===== config.mk =====
export PLATFORM = sky130hd
export DESIGN_NAME = pipe_issue_arbiter
export DESIGN_NICKNAME = d
export VERILOG_FILES = /design/src/rtl/pipe_pkg.sv /design/src/rtl/pipe_wb_tracker.sv /design/src/rtl/pipe_issue_arbiter.sv
export SDC_FILE = /design/constraint.sdc
export NUM_CORES = 1
export LEC_CHECK = 0
export CORE_AREA = 2 2 45 47
export CTS_CLUSTER_SIZE = 12
export DETAILED_ROUTE_END_ITERATION = 12
export DIE_AREA = 0 0 47 49
export HOLD_SLACK_MARGIN = 0.05
export PLACE_DENSITY = 0.8
export SLEW_MARGIN = 20
export SYNTH_ARGS = -nofsm -noshare
export SYNTH_HDL_FRONTEND = slang
export SYNTH_HIERARCHICAL = 1
export SYNTH_SLANG_ARGS = --single-unit

===== constraint.sdc =====
create_clock -name clk -period 1.89 [get_ports clk]
set_input_delay 0.189 -clock clk [delete_from_list [all_inputs] [get_ports clk]]
set_output_delay 0.189 -clock clk [all_outputs]
set_load 0.005 [all_outputs]

===== src/rtl/pipe_pkg.sv =====
// Shared definitions for the pipeline issue arbiter: opcodes, instruction
// field positions, FSM states and the write-back tracker entry.
package pipe_pkg;

   localparam logic [1:0] OP_NOP = 2'b00;
   localparam logic [1:0] OP_ADD = 2'b01;
   localparam logic [1:0] OP_SUB = 2'b10;
   localparam logic [1:0] OP_AND = 2'b11;

   localparam int OP_MSB  = 7;
   localparam int OP_LSB  = 6;
   localparam int RS1_MSB = 5;
   localparam int RS1_LSB = 4;
   localparam int RS2_MSB = 3;
   localparam int RS2_LSB = 2;
   localparam int RD_MSB  = 1;
   localparam int RD_LSB  = 0;

   typedef enum logic [1:0] {
      ISSUE = 2'd0,
      DRAIN = 2'd1,
      DONE  = 2'd2
   } state_e;

   typedef struct packed {
      logic       v;
      logic       src;
      logic [1:0] rd;
   } trk_entry_t;

   function automatic logic is_writer(input logic [7:0] inst);
      return inst[OP_MSB:OP_LSB] != OP_NOP;
   endfunction

   // Saturating up/down count; simultaneous inc and dec cancel out.
   function automatic logic [1:0] cnt_update(input logic [1:0] cnt, input logic inc,
                                             input logic dec);
      logic [1:0] res;
      if (inc && !dec) begin
         if (cnt != 2'd3) res = cnt + 2'd1;
         else             res = cnt;
      end else if (dec && !inc) begin
         if (cnt != 2'd0) res = cnt - 2'd1;
         else             res = cnt;
      end else begin
         res = cnt;
      end
      return res;
   endfunction

endpackage


===== src/rtl/pipe_wb_tracker.sv =====
// Shift register following each issued instruction until its register write
// is visible; the last stage is the retire notification.
module pipe_wb_tracker
   import pipe_pkg::*;
#(
   parameter int DEPTH = 3
) (
   input  logic       clk,
   input  logic       rst,
   input  logic       push,
   input  logic       push_src,
   input  logic [1:0] push_rd,
   output logic       retire_valid,
   output logic       retire_src,
   output logic [1:0] retire_rd,
   output logic       empty
);

   trk_entry_t [DEPTH-1:0] stage_q;
   trk_entry_t [DEPTH-1:0] stage_d;

   always_comb begin
      stage_d = stage_q;
      if (push) begin
         stage_d[0] = '{v: 1'b1, src: push_src, rd: push_rd};
      end else begin
         stage_d[0] = '{v: 1'b0, src: 1'b0, rd: 2'b00};
      end
      for (int i = 1; i < DEPTH; i++) begin
         stage_d[i] = stage_q[i-1];
      end
      empty = 1'b1;
      for (int i = 0; i < DEPTH; i++) begin
         empty = empty & ~stage_q[i].v;
      end
   end

   always_ff @(posedge clk) begin
      if (rst) begin
         stage_q <= {($bits(stage_q)){1'b0}};
      end else begin
         stage_q <= stage_d;
      end
   end

   assign retire_valid = stage_q[DEPTH-1].v;
   assign retire_src   = stage_q[DEPTH-1].src;
   assign retire_rd    = stage_q[DEPTH-1].rd;

endmodule


===== src/rtl/pipe_issue_arbiter.sv =====
// Round-robin issue arbiter for two requesters sharing the add/sub/and
// pipeline, with write-back tracking and a drain fence.
module pipe_issue_arbiter
   import pipe_pkg::*;
#(
   parameter int INST_W = 8,
   parameter int WB_LAT = 3
) (
   input  logic              clk,
   input  logic              rst,
   input  logic              req0_valid,
   input  logic [INST_W-1:0] req0_inst,
   output logic              req0_ready,
   input  logic              req1_valid,
   input  logic [INST_W-1:0] req1_inst,
   output logic              req1_ready,
   input  logic              fence_req,
   output logic              fence_done,
   output logic [INST_W-1:0] inst_out,
   output logic              retire_valid,
   output logic              retire_src,
   output logic [1:0]        retire_rd,
   output logic              busy
);

   state_e            state_q, state_d;
   logic              last_grant_q, last_grant_d;
   logic [1:0]        cnt0_q, cnt0_d;
   logic [1:0]        cnt1_q, cnt1_d;
   logic              gnt0_s, gnt1_s;
   logic              grant_src_s;
   logic              push_s;
   logic              trk_empty_s;
   logic [INST_W-1:0] grant_inst_s;

   // A fence request wins over pending requests in the same cycle.
   always_comb begin
      state_d    = state_q;
      gnt0_s     = 1'b0;
      gnt1_s     = 1'b0;
      fence_done = 1'b0;
      case (state_q)
         ISSUE: begin
            if (fence_req) begin
               state_d = DRAIN;
            end else begin
               gnt0_s = req0_valid && (!req1_valid || last_grant_q);
               gnt1_s = req1_valid && (!req0_valid || !last_grant_q);
            end
         end
         DRAIN: begin
            if (trk_empty_s) state_d = DONE;
            else             state_d = DRAIN;
         end
         DONE: begin
            fence_done = 1'b1;
            state_d    = ISSUE;
         end
         default: state_d = ISSUE;
      endcase
   end

   always_comb begin
      grant_src_s = gnt1_s;
      if (gnt0_s)      grant_inst_s = req0_inst;
      else if (gnt1_s) grant_inst_s = req1_inst;
      else             grant_inst_s = {INST_W{1'b0}};
      push_s = (gnt0_s || gnt1_s) && is_writer(grant_inst_s);
      if (gnt0_s)      last_grant_d = 1'b0;
      else if (gnt1_s) last_grant_d = 1'b1;
      else             last_grant_d = last_grant_q;
      cnt0_d     = cnt_update(cnt0_q, push_s && !grant_src_s, retire_valid && !retire_src);
      cnt1_d     = cnt_update(cnt1_q, push_s && grant_src_s, retire_valid && retire_src);
      req0_ready = gnt0_s;
      req1_ready = gnt1_s;
      inst_out   = grant_inst_s;
      busy       = !trk_empty_s || (state_q != ISSUE);
   end

   always_ff @(posedge clk) begin
      if (rst) begin
         state_q      <= ISSUE;
         last_grant_q <= 1'b1;
         cnt0_q       <= 2'd0;
         cnt1_q       <= 2'd0;
      end else begin
         state_q      <= state_d;
         last_grant_q <= last_grant_d;
         cnt0_q       <= cnt0_d;
         cnt1_q       <= cnt1_d;
      end
   end

   pipe_wb_tracker #(
      .DEPTH (WB_LAT)
   ) u_tracker (
      .clk          (clk),
      .rst          (rst),
      .push         (push_s),
      .push_src     (grant_src_s),
      .push_rd      (grant_inst_s[RD_MSB:RD_LSB]),
      .retire_valid (retire_valid),
      .retire_src   (retire_src),
      .retire_rd    (retire_rd),
      .empty        (trk_empty_s)
   );

endmodule


==> flow_results.org, run 1 <==
** Layout
- The filler cells instantiated in the layout total 153.
- Layout Cells excl Fill :: 152
- From synthesis to final layout, the design area changed by 76.1%.
- Total Nets Final :: 147
- Antenna cell count :: 0
- Leaving out fill and tap cells, the most frequent cell in the layout is sky130_fd_sc_hd__clkdlybuf4s50_1.
- Fraction of layout cells with a size suffix above 1 :: 0.344
- With fillers left out, the area of the finished cells amounts to 1250 sq um.
- The top cell types in the final layout, fill and taps aside, are 25 x sky130_fd_sc_hd__clkdlybuf4s50_1, 20 x sky130_fd_sc_hd__buf_4, 13 x sky130_fd_sc_hd__dfxtp_1, 11 x sky130_fd_sc_hd__nor2b_1, 8 x sky130_fd_sc_hd__a21boi_0.

** Worst setup path
- In this run the worst path has a maximum fanout of 5.
- Worst setup startpoint :: state_q[0]
- Worst flop-to-flop path startpoint :: state_q[0]
- CP Cell Sequence :: nor4b_4 -> buf_4 -> buf_4 -> buf_4 -> a32o_2 -> buf_2
- Terminus of the critical flop-to-flop path :: u_tracker/stage_d[5]
- Worst path max stage delay :: 0.38 ns
- R2R setup slack :: 0.31 ns
- Endpoint arrival time on the critical path :: approximately 1.6 ns
- STA classifies the critical path endpoint as an output port.
- The largest individual stage delay along the critical path comes from the cell sky130_fd_sc_hd__dfxtp_4.
- Critical path data required time :: between 1.5 and 2 ns
- The critical path in this run is classified as reg -> out.
- Most frequent cell on the critical path :: sky130_fd_sc_hd__buf_4
- Measured in cells, the most critical reg-to-reg path has a length of 7.
- STA classifies the critical path startpoint as a flop.

** Power
- Summed over all cells, the static leakage comes to between 0.5 and 0.6 nW.
- Overall Power :: 0.729 mW
- Total power per unit cell area :: a little under 600 nW/um^2
- Peak VDD IR :: 279 uV

** Hold path
- Hold path endpoint :: state_q[0]
- Worst hold stages :: 3
- Worst hold path startpoint :: fence_req
- Type of the tightest min-delay check :: in -> reg

** Synth
- Sequential area share after synthesis :: 0.423
- In this run, synthesis produced a sequential element count of 15.
- Each instance of the synthesized netlist takes up on average around 10 sq um.
- Number of library cell types mapped by synthesis :: 21
- Netlist Area Pre-Place :: 711 sq um
- Measured against the total synthesized area, the mux share comes to 0.
- Of the total synthesized cell area, the portion taken by XOR and XNOR cells is 0.
- Cells after Synth :: between 60 and 70
- The fraction of the mapped netlist area in compound gates is 0.248.
- Sorting the synthesized cells by area gives the leading types as sky130_fd_sc_hd__dfxtp_1 42%, sky130_fd_sc_hd__a32o_1 13%, sky130_fd_sc_hd__nor2b_1 9.7%, sky130_fd_sc_hd__a21boi_0 8.5%, sky130_fd_sc_hd__and3b_1 3.7%.
- Syn. warnings :: 6
- Of the total synthesized cell area, the portion taken by full adders, half adders and majority gates is 0.
- Synthesized Nets :: just under 90
- Portion of synthesized cell area occupied by the leading cell type :: 0.423
- Summed over all instances, the cell type with the most area after synthesis is sky130_fd_sc_hd__dfxtp_1.
- By area, the combinational part of the netlist is dominated by simple AND/OR/NAND/NOR gates.
- Of the total synthesized cell area, the portion taken by AND, OR, NAND and NOR gates is 0.287.

** STA
- Setup violation total in the final timing report :: 0
- In the final timing run, aggregate negative setup slack is 0 ns.
- The total count of max-transition violations in the final report came to 0.
- On the final layout, the worst hold slack is 0.398 ns.
- Dividing the final minimum period by the clock period gives 0.959.
- Unrepaired setup endpoints after global routing :: no
- The clock arrives with about 0.0016 ns of skew.
- At the pin with the least slew margin, the transition time is approximately 0.53 ns.
- The total count of hold-check failures in the final report is 0.
- Counting I/O delays and the setup requirement, the final critical path takes 1.81 ns.
- In this run the tightest slew margin relative to its limit is 0.644.
- Static timing analysis puts the maximum clock frequency at 0.552 GHz.

** GRT
- For this run, the total global-route usage over all layers was measured as 0.197.
- Top Usage Layer GRT :: met2
- Wire length of the first global-routing pass :: 3350 microns
- Initial antenna violation count :: 0
- Largest net degree at the start of global routing :: 17
- In the global route stage, met1 resource usage came out at 0.230.
- The total overflow left after global routing is 0.
- The number of global-route vias before repair came to just over 800.
- Global routing usage on met2 :: 0.308
- Met3 routing resource usage after global routing :: 0.0370

** Placed design
- Routability-driven placement finished with a final weighted congestion of 0.761.
- DP Wirelength :: 1320 microns
- Once placement completed, the tool counted placed cells totaling 133.
- Placed standard-cell area :: 1130 sq um
- Buffers added on ports :: 36

** Detailed routing
- Total wirelength of the detailed-routed design :: 2090 microns
- After the first detailed-routing iteration, the DRC count stood at 6.
- Summing over every cut layer, the via total after detailed routing is between 700 and 800.
- First drt pass iteration count :: 4
- Number of DRC violations after detailed routing :: 0
- Once detail routing completed, the nets flagged for antenna violations numbered 0.
- After detailed routing, the average wire length per cell comes to 13.7 microns.
- After detailed routing, the number of vias per cell comes to 5.05.

** Floorplan
- Row generation in the floorplan step produced 16 rows.
- In this run the horizontal extent of the chip is around 47 microns.
- Area enclosed by the die boundary :: 2300 sq um
- For this design the top-level I/O count stands at 37.
- The floorplan step defined a core boundary enclosing 1840 sq um.
- In this run the vertical extent of the chip is between 40 and 50 microns.
- Starting density of the core :: 0.386

** Clocking
- The clock drives 15 sinks.
- Clock root buffer master :: sky130_fd_sc_hd__clkbuf_4
- TritonCTS built the clock tree.
- The number of clock buffers added by TritonCTS is 3.
- Hold buffers post-CTS :: 0
- Clock-pin slew was measured on the worst setup and hold paths at 0.08 ns.
- Largest buffer count on any clock path :: 2
- H-tree levels :: 1
- Clock latency on the worst-skew pair, taken at its later pin, is about 0.27 ns.

** Status
- The run finished with clean final reports.

** Flow run
- Count of maximum capacitance violations :: 0
==> layout make-up <==
class                      count  area (sq um)  area share
sequential                    15           308       0.246
timing repair buffer          58           487       0.389
multi-input combinational     48           395       0.316
clock inverter                 1          5.00     0.00400
tap                           27          33.8      0.0270
clock buffer                   3          22.5      0.0180
==> cells in the mapped netlist <==
cell type / count
sky130_fd_sc_hd__a21boi_0: 8
sky130_fd_sc_hd__a21oi_1: 1
sky130_fd_sc_hd__a22oi_2: 1
sky130_fd_sc_hd__a2bb2oi_1: 1
sky130_fd_sc_hd__a32o_1: 9
sky130_fd_sc_hd__and2_1: 1
sky130_fd_sc_hd__and3b_1: 3
sky130_fd_sc_hd__buf_4: 1
sky130_fd_sc_hd__buf_6: 1
sky130_fd_sc_hd__clkbuf_1: 3
sky130_fd_sc_hd__dfxtp_1: 15
sky130_fd_sc_hd__nand2_1: 2
sky130_fd_sc_hd__nand2b_1: 1
sky130_fd_sc_hd__nor2_1: 3
sky130_fd_sc_hd__nor2b_1: 11
sky130_fd_sc_hd__nor3_1: 2
sky130_fd_sc_hd__nor4b_1: 1
sky130_fd_sc_hd__nor4b_2: 1
sky130_fd_sc_hd__nor4b_4: 1
sky130_fd_sc_hd__or2_2: 1
sky130_fd_sc_hd__or4b_4: 1
==> critical path, delay by kind of cell (launching register included) <==
| family | cells | cell delay, ns |
|---|---|---|
| buffers and inverters | 4 | 0.50 |
| DFF | 1 | 0.38 |
| and+or+nand+nor | 1 | 0.30 |
| AOI/OAI and AO/OA | 1 | 0.17 |
==> worst max-delay path by stage <==
stage	slack, ns	cells past startpoint	end
6_report	0.08	6	inst_out[1]
5_1_grt	0.007	5	inst_out[7]
4_1_cts	-0.02	6	inst_out[1]
3_5_place_dp	-0.23	6	inst_out[1]
3_3_place_gp	-0.18	4	req1_ready
2_1_floorplan	0.57	3	u_tracker/stage_d[6]
==> metrics by stage <==
step	setup slack, ns	utilization
after floorplan	0.574	-
after global placement	-0.178	0.612
after detailed placement	-0.232	0.612
after CTS	-0.0163	0.684
after global routing	0.00665	0.679
final	0.0777	0.679
==> metal layers <==
metal	routed length (microns)	part of all wire	vias to the layer above
li1	-	-	367
met1	850	0.41	347
met4	66	0.032	0
met5	0	0	-
met2	1030	0.49	45
met3	142	0.068	8
==> cells by family after synthesis <==
| group | count (synthesis) |
|---|---|
| and+or+nand+nor | 28 |
| AOI/OAI and AO/OA | 20 |
| DFF | 15 |
| buffers and inverters | 5 |
==> registers in the layout, summed over array words and instances (netlist names) <==
register	flops
u_tracker/stage_d	8
state_q	2
u_tracker/retire_rd	2
last_grant_q	1
u_tracker/retire_src	1
u_tracker/retire_valid	1
==> power by group <==
part / switching (mW) / leakage [nW] / internal, mW
Sequential: 0.00981 / 0.123 / 0.326
Combinational: 0.0823 / 0.416 / 0.138
Clock: 0.0948 / 0.0177 / 0.0784
==> timing repair <==
item	in CTS	in global routing
setup buffers	11	2
gates cloned	2	0
gates resized for setup	27	11
pin swaps	2	2
endpoints found under the setup margin	10	6
Power figures use the tool's default switching activity.
==> run 2: changes to the inputs <==
--- a/config.mk
+++ b/config.mk
@@ -11,6 +11,7 @@
 export DIE_AREA = 0 0 47 49
 export HOLD_SLACK_MARGIN = 0.05
 export PLACE_DENSITY = 0.8
+export REMOVE_ABC_BUFFERS = 1
 export SLEW_MARGIN = 20
 export SYNTH_ARGS = -nofsm -noshare
 export SYNTH_HDL_FRONTEND = slang
==> constraint.sdc (replaced) <==
create_clock -name clk -period 1.89 [get_ports clk]
set_input_delay 0.189 -clock clk [delete_from_list [all_inputs] [get_ports clk]]
set_output_delay 0.189 -clock clk [all_outputs]
set_load 0.05 [all_outputs]
==> run 2 against run 1 <==
- fmax is 0.34% higher
- final area is 1.0% lower
- core utilization is 0.68 points lower
- setup slack better by 0.0061 ns
- total power is 12% higher
- critical path depth is 3 lower
- sequential power hardly changed
- critical endpoint is now req1_ready
- via count is 12% lower
- first-iteration DRC count is 17% lower
- largest power group unchanged
- global-route usage is 3.2 points lower
==> flow_results.org, run 2 (synthesis gave the netlist of run 1 again) <==
** Power
- The worst-case vdd ir drop is 312 uV (+12%).
- Leakage power total :: 0.481 nW (-14%)
- Total power per unit cell area :: 657 nW/um^2 (+13%)

** STA
- Worst slew margin relative to its limit :: 0.672 (+0.0282)
- The final critical-path setup slack is 0.0838 ns (+0.00613 ns).
- The number of setup violations in the final report came to 0 (unchanged).
- Part of the cycle the worst path needs :: 0.956 (-0.00324)
- Worst hold-check slack :: 0.438 ns (+0.0398 ns)
- The final period demand of the worst path is 1.81 ns (-0.00613 ns).
- Setup repair after global routing left no endpoint under its margin.
- Total count of hold-check failures in the final report :: 0 (unchanged)
- Number of max-slew violations in the final report :: 0 (unchanged)
- Max Freq :: 0.554 GHz (+0.34%)
- Clk_skew :: 0.00482 ns (+0.00325 ns)
- Worst-margin pin slew :: 0.490 ns (-0.0421 ns)

** Clocking
- Largest buffer count on any clock path :: 2 (unchanged)
- The count of buffers added by post-CTS timing repair for setup was 0 (-11).
- TritonCTS built the clock tree.
- H-tree levels :: 1 (unchanged)
- Clock transition at the registers of the reported paths :: 0.09 ns (about the same)
- Clock root buffer master :: sky130_fd_sc_hd__clkbuf_4
- Hold buffers post-CTS :: 0 (unchanged)
- Worst-Skew Late Latency :: 0.28 ns (about the same)
- The post-cts resize count is 1 (-96%).
- The clock net sink count is 15 (unchanged).
- The total clock buffers created by CTS is 3 (unchanged).

** Worst setup path
- Critical path class :: reg -> out
- The highest fanout seen on the critical path came to 7 (+2).
- Startpoint type of the worst setup path :: flop
- Worst flop-to-flop path startpoint :: state_q[1]
- Worst setup startpoint :: state_q[1]
- The worst setup path is captured at an output port.
- The worst path arrival time is 1.62 ns (about the same).
- The data required time of the worst path was 1.70 ns (about the same).

** GRT
- The maximum number of pins on one net before global-route repair came to 17 (unchanged).
- The wire length of the first global-routing pass is 2770 microns (-17%).
- Total gr overflow :: 0 (unchanged)
- The number of global-route vias before repair was 692 (-16%).
- The global routing usage summed across all routing layers came to 0.165 (-0.0320).
- Initial antenna violation count :: 0 (unchanged)

** Detailed routing
- The routed length per instance was 12.3 microns (-10%).
- Routed via count :: 673 (-12%)
- The post-detailed-route via-to-cell ratio was 4.99 (-1.2%).
- The remaining antenna violation count was 0 (unchanged).
- The violation count after the first detailed-routing iteration is 5 (-1).
- The final routed wirelength across all metal layers was 1660 microns (-20%).
- The count of unresolved DRC violations after routing is 0 (unchanged).
- First drt pass iteration count :: 3 (-1)

** Floorplan
- Count of pins on the block boundary :: 37 (unchanged)
- The standard-cell row count came to 16 (unchanged).
- The die height is 49 microns (unchanged).
- The total die area was 2300 sq um (unchanged).
- The die span in x was 47 microns (unchanged).
- The placeable core region was 1840 sq um (unchanged).
- Starting density of the core :: 0.386 (unchanged)

** Layout
- The share of cells above drive strength 1 is 0.250 (-0.0940).
- Area grow syn2layout :: 74.3%
- The antenna cell count came to 0 (unchanged).
- Most frequent cells in the layout :: 24 x sky130_fd_sc_hd__clkdlybuf4s50_1, 15 x sky130_fd_sc_hd__dfxtp_1, 11 x sky130_fd_sc_hd__nor2b_1, 10 x sky130_fd_sc_hd__buf_12, 9 x sky130_fd_sc_hd__a32o_1
- The number of inserted filler cells in the final layout came to 161 (+5.2%).
- Leaving out fill and tap cells, the most frequent cell in the layout is sky130_fd_sc_hd__clkdlybuf4s50_1.
- The footprint of the multi-input gates came to 384 sq um (-2.8%).
- The register area is 300 sq um (-2.4%).
- The number of flip-flops under the largest register name came to 8 (unchanged).
- Total Nets Final :: 130 (-12%)

** Placed design
- The count of buffers inserted at the top-level ports is 36 (unchanged).
- The half-perimeter wire length after placement is 1340 microns (+1.7%).
- The setup slack after placement is 0.0929 ns (+0.325 ns).
- Routability Congestion :: 0.632 (-17%)

** Hold path
- Worst hold path startpoint :: u_tracker/stage_d[6]
- Type of the tightest min-delay check :: reg -> reg

** Flow run
- Count of maximum capacitance violations :: 0 (unchanged)

** Status
- The run finished with clean final reports.
==> run 2: metrics by stage <==
stage	util	area [sq um]	cells	power [mW]	TNS, ns
5_1_grt	0.673	1240	135	0.851	0
3_5_place_dp	0.656	1210	131	0.645	0
2_1_floorplan	-	681	63	0.487	-0.215
3_3_place_gp	0.656	1210	131	0.640	0
6_report	0.673	1240	135	0.814	0
4_1_cts	0.673	1240	135	0.825	0
==> run 2: worst max-delay path, cell delays in order (launching register included) <==
cell                      delay (ns)
sky130_fd_sc_hd__dfxtp_1        0.40
sky130_fd_sc_hd__or4b_4         0.58
sky130_fd_sc_hd__a21oi_2        0.19
sky130_fd_sc_hd__buf_12         0.16
==> run 2: final timing paths <==
kind / to / slack [ns] / cells after the start
hold / removal: u_tracker/stage_d[10] / 0.44 / 1
hold reg to reg: u_tracker/stage_d[10] / 0.44 / 1
setup / recovery: req1_ready / 0.08 / 3
setup reg to reg: u_tracker/stage_d[6] / 0.50 / 3
==> run 2: cell type report <==
type,instances,area share
timing repair buffer,41,0.398
multi-input combinational,48,0.310
clock buffer,3,0.0182
clock inverter,1,0.00404
sequential,15,0.242
tap,27,0.0273
==> run 2: power breakdown <==
group | leakage, nW | total [mW] | switching (mW) | internal (mW)
registers | 0.122 | 0.337 | 0.0116 | 0.326
clock network | 0.0177 | 0.178 | 0.0989 | 0.0787
logic | 0.341 | 0.299 | 0.149 | 0.150
==> run 2: routing by layer <==
layer	up-vias	track usage	wire length, microns	part of all wire
li1	335	-	-	-
met1	303	0.173	667	0.40
met2	31	0.279	810	0.49
met3	4	0.0444	146	0.088
met4	0	0.0972	39	0.023
met5	-	0	0	0
==> run 3: changes to the inputs <==
--- a/config.mk
+++ b/config.mk
@@ -6,7 +6,7 @@
 export NUM_CORES = 1
 export LEC_CHECK = 0
 export CORE_AREA = 2 2 45 47
-export CTS_CLUSTER_SIZE = 12
+export CTS_CLUSTER_SIZE = 40
 export DETAILED_ROUTE_END_ITERATION = 12
 export DIE_AREA = 0 0 47 49
 export HOLD_SLACK_MARGIN = 0.05
==> results of run 3 <==
The final DEF is identical to that of run 2; final timing and power are the same.
